### src/rtl/seq_det_ctrl_if.sv
// rtl/seq_det_ctrl_if.sv - serial bit stream handshake between source and detector
interface seq_det_ctrl_if;
    logic bit_in;
    logic bit_valid;
    logic bit_ready;

    modport master (
        output bit_in,
        output bit_valid,
        input  bit_ready
    );

    modport slave (
        input  bit_in,
        input  bit_valid,
        output bit_ready
    );
endinterface

### src/rtl/seq_det_ctrl.sv
// rtl/seq_det_ctrl.sv - session controller for overlapping serial pattern detection
module seq_det_ctrl #(
    parameter int MAXLEN = 8,
    parameter int CNTW   = 8,
    parameter int BUDW   = 16,
    localparam int LENW  = $clog2(MAXLEN + 1)
) (
    input  logic              clk,
    input  logic              reset,
    input  logic              start,
    input  logic              abort,
    input  logic [MAXLEN-1:0] cfg_pattern,
    input  logic [LENW-1:0]   cfg_len,
    input  logic [CNTW-1:0]   cfg_target,
    input  logic [BUDW-1:0]   cfg_budget,
    seq_det_ctrl_if.slave     stream,
    output logic              busy,
    output logic              match,
    output logic [CNTW-1:0]   match_count,
    output logic              done,
    output logic              hit,
    output logic              cfg_err
);

    typedef enum logic [1:0] {
        ST_IDLE,
        ST_RUN,
        ST_DONE
    } state_t;

    localparam logic [LENW:0] MAXLEN_L = (LENW + 1)'(MAXLEN);

    state_t            state;
    logic [MAXLEN-1:0] pattern_r;
    logic [LENW-1:0]   len_r;
    logic [CNTW-1:0]   target_r;
    logic [BUDW-1:0]   budget_r;
    logic [MAXLEN-1:0] history;
    logic [LENW-1:0]   fill;
    logic [BUDW-1:0]   bits_seen;

    logic              cfg_bad;
    logic              accept;
    logic [MAXLEN-1:0] history_new;
    logic [MAXLEN-1:0] len_mask;
    logic [LENW:0]     fill_p1;
    logic              fill_full;
    logic [LENW-1:0]   fill_next;
    logic [BUDW-1:0]   bits_seen_new;
    logic              match_now;
    logic [CNTW-1:0]   count_new;
    logic              target_reached;
    logic              budget_reached;

    assign busy             = (state == ST_RUN);
    assign stream.bit_ready = (state == ST_RUN);

    assign cfg_bad = (cfg_len == '0) || ({1'b0, cfg_len} > MAXLEN_L) || (cfg_target == '0);
    assign accept  = stream.bit_valid && (state == ST_RUN);

    always_comb begin
        len_mask = '0;
        for (int i = 0; i < MAXLEN; i++) begin
            len_mask[i] = (i < int'(len_r));
        end
    end

    // fill saturates at len, so fill_full means the window already holds len bits including this one
    assign history_new   = {history[MAXLEN-2:0], stream.bit_in};
    assign fill_p1       = {1'b0, fill} + {{LENW{1'b0}}, 1'b1};
    assign fill_full     = (fill_p1 >= {1'b0, len_r});
    assign fill_next     = fill_full ? len_r : fill_p1[LENW-1:0];
    assign bits_seen_new = bits_seen + {{(BUDW-1){1'b0}}, 1'b1};
    assign match_now     = fill_full && (((history_new ^ pattern_r) & len_mask) == '0);
    assign count_new     = match_count + {{(CNTW-1){1'b0}}, match_now};
    assign target_reached = (count_new == target_r);
    assign budget_reached = (budget_r != '0) && (bits_seen_new == budget_r);

    always_ff @(posedge clk or posedge reset) begin
        if (reset) begin
            state       <= ST_IDLE;
            pattern_r   <= '0;
            len_r       <= '0;
            target_r    <= '0;
            budget_r    <= '0;
            history     <= '0;
            fill        <= '0;
            bits_seen   <= '0;
            match_count <= '0;
            match       <= 1'b0;
            done        <= 1'b0;
            hit         <= 1'b0;
            cfg_err     <= 1'b0;
        end else begin
            match <= 1'b0;
            done  <= 1'b0;
            case (state)
                ST_IDLE: begin
                    if (start) begin
                        pattern_r <= cfg_pattern;
                        len_r     <= cfg_len;
                        target_r  <= cfg_target;
                        budget_r  <= cfg_budget;
                        hit       <= 1'b0;
                        if (cfg_bad) begin
                            state   <= ST_DONE;
                            done    <= 1'b1;
                            cfg_err <= 1'b1;
                        end else begin
                            state       <= ST_RUN;
                            history     <= '0;
                            fill        <= '0;
                            bits_seen   <= '0;
                            match_count <= '0;
                            cfg_err     <= 1'b0;
                        end
                    end
                end
                ST_RUN: begin
                    // abort wins over any bit offered on the same edge
                    if (abort) begin
                        state <= ST_IDLE;
                        hit   <= 1'b0;
                    end else if (accept) begin
                        history     <= history_new;
                        fill        <= fill_next;
                        bits_seen   <= bits_seen_new;
                        match       <= match_now;
                        match_count <= count_new;
                        if (target_reached) begin
                            state <= ST_DONE;
                            done  <= 1'b1;
                            hit   <= 1'b1;
                        end else if (budget_reached) begin
                            state <= ST_DONE;
                            done  <= 1'b1;
                            hit   <= 1'b0;
                        end
                    end
                end
                ST_DONE: begin
                    state <= ST_IDLE;
                end
                default: begin
                    state <= ST_IDLE;
                end
            endcase
        end
    end

endmodule

### src/flat_wrapper.sv
// flat-port wrapper written by rule: the top's interface ports become plain ports
module seq_det_ctrl_flat 
#(
    parameter int MAXLEN = 8,
    parameter int CNTW   = 8,
    parameter int BUDW   = 16,
    localparam int LENW  = $clog2(MAXLEN + 1)
)
  (clk, reset, start, abort, cfg_pattern, cfg_len, cfg_target, cfg_budget, busy, match, match_count, done, hit, cfg_err, stream_bit_in, stream_bit_valid, stream_bit_ready);
  seq_det_ctrl_if stream_i ();
  input  logic clk;
  input  logic reset;
  input  logic start;
  input  logic abort;
  input  logic [MAXLEN-1:0] cfg_pattern;
  input  logic [LENW-1:0] cfg_len;
  input  logic [CNTW-1:0] cfg_target;
  input  logic [BUDW-1:0] cfg_budget;
  output logic busy;
  output logic match;
  output logic [CNTW-1:0] match_count;
  output logic done;
  output logic hit;
  output logic cfg_err;
  input wire logic [$bits(stream_i.bit_in)-1:0] stream_bit_in;
  input wire logic [$bits(stream_i.bit_valid)-1:0] stream_bit_valid;
  output wire logic [$bits(stream_i.bit_ready)-1:0] stream_bit_ready;
  assign stream_i.bit_in = stream_bit_in;
  assign stream_i.bit_valid = stream_bit_valid;
  assign stream_bit_ready = stream_i.bit_ready;
  seq_det_ctrl #(.MAXLEN(MAXLEN), .CNTW(CNTW), .BUDW(BUDW)) u_core (.clk(clk), .reset(reset), .start(start), .abort(abort), .cfg_pattern(cfg_pattern), .cfg_len(cfg_len), .cfg_target(cfg_target), .cfg_budget(cfg_budget), .stream(stream_i), .busy(busy), .match(match), .match_count(match_count), .done(done), .hit(hit), .cfg_err(cfg_err));
endmodule
### config.mk
export PLATFORM = sky130hd
export DESIGN_NAME = seq_det_ctrl_flat
export DESIGN_NICKNAME = d
export VERILOG_FILES = /design/src/rtl/seq_det_ctrl_if.sv /design/src/rtl/seq_det_ctrl.sv /design/src/flat_wrapper.sv
export SDC_FILE = /design/constraint.sdc
export NUM_CORES = 1
export LEC_CHECK = 0
export ABC_AREA = 1
export CAP_MARGIN = 20
export CORE_ASPECT_RATIO = 1.2
export CORE_MARGIN = 3
export CORE_UTILIZATION = 55
export CTS_CLUSTER_SIZE = 24
export DETAILED_ROUTE_END_ITERATION = 6
export PLACE_DENSITY = 0.81
export SYNTH_ARGS = -nofsm -noshare
export SYNTH_HDL_FRONTEND = slang
export SYNTH_SLANG_ARGS = --single-unit
### constraint.sdc
create_clock -name clk -period 4.3 [get_ports clk]
set_input_delay 0.645 -clock clk [delete_from_list [all_inputs] [get_ports clk]]
set_output_delay 0.645 -clock clk [all_outputs]
set_load 0.01 [all_outputs]
Word-level counts from Yosys, hierarchy flattened
Cells that the tools add are included.
{"block": "totals", "ff_bits": 77, "output_inout_bits": 14, "word_cells": 94, "input_bits": 42}
{"block": "op_classes", "n_eq_ne": 9, "add_sub_neg": 3, "bitwise": 2, "mux": 42, "n_lt_le_gt_ge": 10, "reduce_logical": 15}
{"operator": "$mux 16", "n": 4}
{"operator": "$mux 8", "n": 4}
{"operator": "$pmux 16 s2", "n": 1}
{"operator": "$mux 4", "n": 5}
{"operator": "$add 16x1->16 const B", "n": 1}
{"operator": "$eq 16x16->1", "n": 1}
{"operator": "$logic_not 8->1", "n": 2}
{"operator": "$lt 3x4->1 const A", "n": 4}
{"operator": "$pmux 8 s2", "n": 1}
{"operator": "$reduce_bool 16->1", "n": 1}
{"operator": "$mux 1", "n": 14}
{"operator": "$mux 7", "n": 2}
{"operator": "$pmux 7 s2", "n": 1}
{"operator": "$mux 2", "n": 6}
{"operator": "$add 8x1->8", "n": 1}
{"operator": "$and 8x8->8", "n": 1}
{"operator": "$eq 8x8->1", "n": 1}
{"operator": "$lt 1x4->1 const A", "n": 2}
{"operator": "$lt 2x4->1 const A", "n": 2}
{"operator": "$pmux 4 s2", "n": 1}
{"operator": "$xor 8x8->8", "n": 1}
{"operator": "$ne 2x2->1 const B", "n": 3}
{"operator": "$add 4x1->5 const B", "n": 1}
{"operator": "$ge 5x4->1", "n": 1}
{"operator": "other kinds (16)", "n": 20}

Depth between registers and ports, before layout
Gate-level depths: netlist of the first run.
{"block": "logic_depth", "word_depth": 10, "ltp_mapped": 23, "depth_no_buf": 23}

Worst setup path after synthesis of the first run
No wires, ideal clock.
{"block": "synth_path", "path_kind": "flip-flop to flip-flop", "start": "register u_core.fill[0]", "end": "register u_core.hit", "n_path_buf": 0, "slack_ns": 1.076, "t_arrival_ns": 3.107, "path_stages_with_launch": 22, "setup_time_ns": 0.117, "synth_period_minus_slack_ns": 3.224, "required_ns": 4.183, "cell_sequence": "dfrtp_1 -> ha_1 -> ha_1 -> a21boi_0 -> o21a_1 -> o21ai_0 -> o211ai_1 -> nand3_1 -> inv_1 -> ha_1 -> ha_1 -> xnor2_1 -> xor2_1 -> nand4_1 -> nor2_1 -> nand4_1 -> nand2_1 -> nand2_1 -> nand2_1 -> nand2_1 -> nand2_1 -> nand2_1"}
{"block": "synth_via", "elab_chain_cells": 9, "elab_cells_between_ends": 11, "classes_between": "add/sub: 2; order compare: 1; eq/ne: 2; mux: 4; reduce/logical: 2"}
{"element": "from (decl)", "line": "seq_det_ctrl.sv:39", "rtl": "logic [LENW-1:0] fill;"}
{"element": "from (signal assigned)", "line": "seq_det_ctrl.sv:126", "rtl": "fill <= fill_next;"}
{"element": "$add 4x1->5 (*)", "line": "seq_det_ctrl.sv:70", "rtl": "assign fill_p1 = {1'b0, fill} + {{LENW{1'b0}}, 1'b1};"}
{"element": "$ge 5x4->1 (*)", "line": "seq_det_ctrl.sv:71", "rtl": "assign fill_full = (fill_p1 >= {1'b0, len_r});"}
{"element": "$logic_and 1x1->1 (*)", "line": "seq_det_ctrl.sv:74", "rtl": "assign match_now = fill_full && (((history_new ^ pattern_r) & len_mask) == '0);"}
{"element": "$add 8x1->8 (*)", "line": "seq_det_ctrl.sv:75", "rtl": "assign count_new = match_count + {{(CNTW-1){1'b0}}, match_now};"}
{"element": "$eq 8x8->1 (*)", "line": "seq_det_ctrl.sv:76", "rtl": "assign target_reached = (count_new == target_r);"}
{"element": "$mux 1", "line": "seq_det_ctrl.sv:130", "rtl": "if (target_reached) begin"}
{"element": "$mux 1", "line": "seq_det_ctrl.sv:124", "rtl": "end else if (accept) begin"}
{"element": "$mux 1", "line": "seq_det_ctrl.sv:121", "rtl": "if (abort) begin"}
{"element": "$pmux 1 s2", "line": "seq_det_ctrl.sv:97", "rtl": "case (state)"}
{"element": "to (signal assigned)", "line": "seq_det_ctrl.sv:104", "rtl": "hit <= 1'b0;"}
{"element": "to (signal assigned)", "line": "seq_det_ctrl.sv:123", "rtl": "hit <= 1'b0;"}
{"element": "to (signal assigned)", "line": "seq_det_ctrl.sv:133", "rtl": "hit <= 1'b1;"}
{"element": "to (decl)", "line": "seq_det_ctrl.sv:21", "rtl": "output logic hit,"}
Every way passes the cells marked *; elsewhere a longest branch is shown, timed or not. The select of a mux whose other input is x is not followed.
A chain may end at the register's enable or synchronous reset.

Worst setup path in the final report of the first run
Ends and elaborated chain as after synthesis.

==> results of run 1 <==
state kept, by name, indices dropped and copies added (netlist names):
| signal | flops |
|---|---|
| u_core.state | 2 |
| u_core.budget_r | 16 |
| u_core.match | 1 |
| u_core.hit | 1 |
| u_core.len_r | 4 |
| u_core.match_count | 8 |
| u_core.history | 7 |
| u_core.fill | 4 |
| u_core.target_r | 8 |
| u_core.pattern_r | 8 |
| u_core.done | 1 |
| u_core.bits_seen | 16 |
| u_core.cfg_err | 1 |
metrics by stage:
stage	power, uW	instances	utilization	setup WS (ps)	area [sq um]
global route	2340	694	0.692	237	5090
CTS	2210	693	0.689	669	5070
global placement	1510	677	0.657	871	4830
floorplan	1350	543	-	1080	4210
finish	2210	694	0.692	635	5090
detailed placement	1530	677	0.657	689	4830
layout make-up:
cell class / count / area share
tap: 90 / 0.0221
clock buffer: 10 / 0.0251
sequential: 77 / 0.378
timing repair buffer: 60 / 0.118
inverter: 57 / 0.0420
clock inverter: 6 / 0.0219
multi-input combinational: 394 / 0.393
layer usage:
| metal | vias up | track usage | share of wire | routed length (um) |
|---|---|---|---|---|
| li1 | 1892 | - | - | - |
| met3 | 33 | 0.0516 | 0.059 | 593 |
| met4 | 0 | 0.147 | 0.031 | 310 |
| met1 | 1815 | 0.304 | 0.41 | 4140 |
| met2 | 146 | 0.420 | 0.50 | 5040 |
| met5 | - | 0 | 0 | 0 |
power breakdown:
part	total, uW	switching [uW]	leakage (uW)	internal (uW)
combinational	577	334	0.00126	243
clock	671	285	0.000116	386
sequential	958	117	0.00101	842
total	2210	735	0.00238	1470
Yosys cell counts (all sizes together) (2+ instances only):
cell type / number
buf: 3
nor4: 3
or2: 3
o22ai: 20
inv: 56
o211ai: 3
nor3: 5
o21ai: 38
nand2: 186
xor2: 13
a21oi: 7
nor2: 34
nand4: 13
nand3b: 2
xnor2: 8
clkbuf: 12
dfrtp: 77
nand3: 42
a22o: 2
ha: 8
kinds of logic (layout without fill, tap and decap cells):
| group | count (synthesis) | after routing | synth area share |
|---|---|---|---|
| buffers and inverters | 72 | 133 | 0.0678 |
| XOR/XNOR | 22 | 22 | 0.0491 |
| AND/OR/NAND/NOR | 288 | 288 | 0.296 |
| AO/OA/AOI/OAI | 76 | 76 | 0.106 |
| adder cells (fa/ha/maj) | 8 | 8 | 0.0238 |
| flip-flops | 77 | 77 | 0.458 |
worst min-delay path, delay by kind of cell (launching register included):
family          cells  cell delay (ps)
simple gates        1               50
compound gates      1               60
flops               1              350
worst paths after layout:
check	from	end	cells past startpoint
setup reg to reg	u_core.fill[0]	u_core.hit	21
setup / recovery	u_core.fill[0]	u_core.hit	21
hold reg to reg	u_core.cfg_err	u_core.cfg_err	2
max in group asynchronous	reset	u_core.fill[2]	4
min in group asynchronous	reset	u_core.budget_r[3]	2
hold / removal	u_core.cfg_err	u_core.cfg_err	2
==> impl_metrics.yaml, run 1 <==
synthesis:
  yosysUniqueCellTypes: 34
  ys_async_sr_fraction: 1.00
  synth_area_sq_um: 4210
  synth_ff_type: "dfrtp_1"
  postSynthAreaPerCell_sq_um: 7.75
  syn_nets: 593
  synth_area_leader_cell: "dfrtp_1"
  ys_seq_elements: 77
  synth-edff-count: 0
  syn_inst: 543
  synth.top_cell.area_share: 0.458
  ys_warn_count: 0
  synthTopCellsByArea: "dfrtp_1, nand2_1, nand3_1, inv_1, o21ai_0"
  ys_seq_area_frac: 0.458
cts:
  cts_resized: 0
  cts_setup_buffers: 0
  cts_hold_buf: 0
  clockBufferDepth: 2
  root_buffer: "clkbuf_8"
  cts_sinks: 77
  cts_made_buffers: 9
  path_clk_slew_ps: 80
  cts.htree.levels: 3
  clk-insertion-delay-late_ps: 360
  cts_tree: "built"
floorplanning:
  io_pins: 56
  dieHeight_um: 102
  start_util: 0.572
  die_x_um: 85.8
  rows: 34
  core-area_sq_um: 7360
  dieArea_sq_um: 8740
place:
  io_buffers: 55
  gp_congestion: 0.878
  hpwlAfterDp_um: 6910
setup_path:
  critPathKind: "flip-flop to flip-flop"
  crit_required_ps: 4560
  crit_top_cell: "nand2_1"
  crit_buf_inv: 1
  setup.worst_path.end_class: "flip-flop"
  path_cells: "ha_1 -> ha_1 -> a21boi_0 -> o21a_1 -> o21ai_0 -> o211ai_1 -> nand3_1 -> inv_1 -> ha_1 -> ha_1 -> xnor2_1 -> xor2_1 -> nand4_1 -> nor2_1 -> nand4_1 -> nand2_1 -> nand2_1 -> nand2_1 -> nand2_1 -> nand2_1 -> nand2_1"
  slowest_delay_ps: 420
  cp_max_fo: 9
  crit_arrival_ps: 3920
  r2r_setup_slack_ps: 630
  crit_path_top_delay_cell: "dfrtp_1"
  path_delay_family: "adder cells"
  start_kind: "flip-flop"
timing:
  fin_crit_sh: 0.852
  tns_ps: 0
  finalCriticalPeriod_ps: 3670
  holdWs_ps: 491
  rsz0062_at_grt: "no"
  worst_pin_slew_ps: 547
  drv_slew: 0
  skew_ps: 7.88
  fmax_ghz: 0.273
  maxSlewHeadroom: 0.634
  hold_viol: 0
  setup_viol: 0
cells_and_area:
  regArea_sq_um: 1930
  synthToLayoutAreaGrowth_pct: 21.1
  final_common_cell: "nand2_1"
  n_fill_cell: 579
  final_cell_mix: "nand2_1, dfrtp_1, clkdlybuf4s50_1, inv_1, nand3_1"
  antenna-diode-count: 0
  multi_input_area_sq_um: 2000
  drive_gt1_frac: 0.0646
  finalNetCount: 649
drt:
  route.vias.total: 3886
  dr.pass1.iters: 5
  post_drt_wl_per_cell_um: 14.5
  viasPerCell: 5.60
  drc: 0
  wirelength_um: 10100
  ant_nets: 0
  initialDrtViolationCount: 224
power:
  p_leak_uw: 0.00238
  ir_worst_vdd_mv: 0.220
  powerDensity_nw_per_um2: 433
job:
  cap_violations: 0
grt:
  first_global_vias: 3934
  overflow: 0
  grt_use_total: 0.252
  grt_max_degree: 52
  grt_pass1_wl_um: 17400
  antenna_found_initial: 0
status:
  status: "finished, final reports clean"
worst_hold_path:
  hold_class: "flip-flop to flip-flop"
(Power assumes the default switching activity.)
==> inputs of run 2 (changes only) <==
--- a/config.mk
+++ b/config.mk
@@ -14,4 +14,5 @@
 export DETAILED_ROUTE_END_ITERATION = 6
 export PLACE_DENSITY = 0.81
+export SETUP_SLACK_MARGIN = 0.2
 export SYNTH_ARGS = -nofsm -noshare
 export SYNTH_HDL_FRONTEND = slang
==> constraint.sdc (replaced) <==
create_clock -name clk -period 4.3 [get_ports clk]
set_input_delay 0.43 -clock clk [delete_from_list [all_inputs] [get_ports clk]]
set_output_delay 0.43 -clock clk [all_outputs]
set_load 0.01 [all_outputs]
==> impl_metrics.yaml, run 2 (synthesized netlist as in run 1, its figures left out) <==
grt:
  grt_use_total: 0.249
  first_global_vias: 3914
  grt_max_degree: 52
  grt_pass1_wl_um: 17200
  antenna_found_initial: 0
  overflow: 0
cts:
  cts_resized: 0
  cts_setup_buffers: 0
  cts_hold_buf: 0
  cts_tree: "built"
  cts_made_buffers: 9
  path_clk_slew_ps: 80
  clk-insertion-delay-late_ps: 370
  cts_sinks: 77
  root_buffer: "clkbuf_8"
  clockBufferDepth: 2
  cts.htree.levels: 3
place:
  hpwlAfterDp_um: 7230
  dpl-instance-area_sq_um: 4830
  io_buffers: 55
  place_inst: 677
  gp_congestion: 0.831
cells_and_area:
  regArea_sq_um: 1930
  antenna-diode-count: 0
  fin_cells: 694
  finalNetCount: 649
  final_common_cell: "nand2_1"
  final_cell_mix: "nand2_1, dfrtp_1, clkdlybuf4s50_1, inv_1, nand3_1"
  n_fill_cell: 603
  design_area_sq_um: 5040
  drive_gt1_frac: 0.0646
  synthToLayoutAreaGrowth_pct: 19.8
  post-route-util: 0.685
  multi_input_area_sq_um: 2000
  largestRegisters: "u_core.bits_seen: 16 flops, u_core.budget_r: 16 flops"
timing:
  drv_slew: 0
  tns_ps: 0
  worst_pin_slew_ps: 751
  maxSlewHeadroom: 0.499
  setup_viol: 0
  fin_crit_sh: 0.835
  hold_viol: 0
  fmax_ghz: 0.279
  skew_ps: 8.16
  rsz0062_at_grt: "no"
  finalCriticalPeriod_ps: 3590
drt:
  viasPerCell: 5.64
  dr.pass1.iters: 5
  post_drt_wl_per_cell_um: 14.6
  drc: 0
  initialDrtViolationCount: 196
  wirelength_um: 10100
  route.vias.total: 3912
  ant_nets: 0
setup_path:
  critPathKind: "flip-flop to flip-flop"
  rr_endpoint: "u_core.hit"
  crit_arrival_ps: 3850
  crit_path_top_delay_cell: "dfrtp_1"
  crit_start: "u_core.fill[0]"
  crit_required_ps: 4570
  crit_top_cell: "nand2_1"
  setup.worst_path.end_class: "flip-flop"
  path_delay_family: "simple AND/OR/NAND/NOR gates"
  crit_buf_inv: 1
  crit_end: "u_core.hit"
  path_cells: "ha_1 -> ha_1 -> a21boi_0 -> o21a_1 -> o21ai_0 -> o211ai_1 -> nand3_1 -> inv_1 -> ha_1 -> ha_1 -> nand4_1 -> nor2_1 -> xor2_1 -> nand2_1 -> nand2_1 -> nand4_1 -> nand2_1 -> nand2_1 -> nand2_1 -> nand2_1 -> nand2_1 -> nand2_1"
  cp_max_fo: 5
  regToRegStartpoint: "u_core.fill[0]"
  worst-path-stages: 22
  slowest_delay_ps: 440
  r2r_setup_slack_ps: 710
  r2r_cells: 22
  start_kind: "flip-flop"
status:
  status: "finished, final reports clean"
floorplanning:
  dieArea_sq_um: 8740
  rows: 34
  core-area_sq_um: 7360
  start_util: 0.572
  dieHeight_um: 102
  die_x_um: 85.8
  io_pins: 56
power:
  ir_worst_vdd_mv: 0.221
  powerDensity_nw_per_um2: 422
  p_leak_uw: 0.00235
  total_power_uw: 2120
worst_hold_path:
  hold_class: "flip-flop to flip-flop"
job:
  cap_violations: 0
==> run 2: final cells by class <==
class                      instances  share of cell area
inverter                          57              0.0425
clock buffer                      10              0.0253
sequential                        77               0.382
timing repair buffer              60               0.117
tap                               90              0.0223
clock inverter                     6              0.0139
multi-input combinational        394               0.397
==> run 2: per-layer routing <==
metal / track usage / wire (um)
met3: 0.0427 / 565
met2: 0.436 / 5220
met4: 0.116 / 249
met5: 0 / 0
met1: 0.299 / 4100
==> run 2: through the flow <==
| stage | hold WS [ps] | setup WS (ps) |
|---|---|---|
| 2_1_floorplan | 456 | 1080 |
| 6_report | 498 | 711 |
| 5_1_grt | 521 | 301 |
| 3_3_place_gp | 473 | 877 |
| 3_5_place_dp | 480 | 604 |
| 4_1_cts | 501 | 588 |
==> run 2: worst min path at each step <==
stage / start / to / slack [ps] / cells after the start
final: u_core.hit / u_core.hit / 500 / 2
after floorplan: u_core.target_r[4] / u_core.target_r[4] / 460 / 2
after CTS: u_core.hit / u_core.hit / 500 / 2
after global routing: u_core.target_r[7] / u_core.target_r[7] / 520 / 2
after global placement: u_core.cfg_err / u_core.cfg_err / 470 / 2
after detailed placement: u_core.hit / u_core.hit / 480 / 2
==> run 2: power breakdown <==
group	leakage, uW	internal [uW]	switching, uW	total, uW
logic	0.00125	255	342	597
registers	0.00101	842	117	958
clock network	0.0000895	272	297	569
==> run 2: worst min-delay path: stages, from the launching register on <==
cell and delay (ps):
dfrtp_1 370, nand2_1 60, nand2_1 40
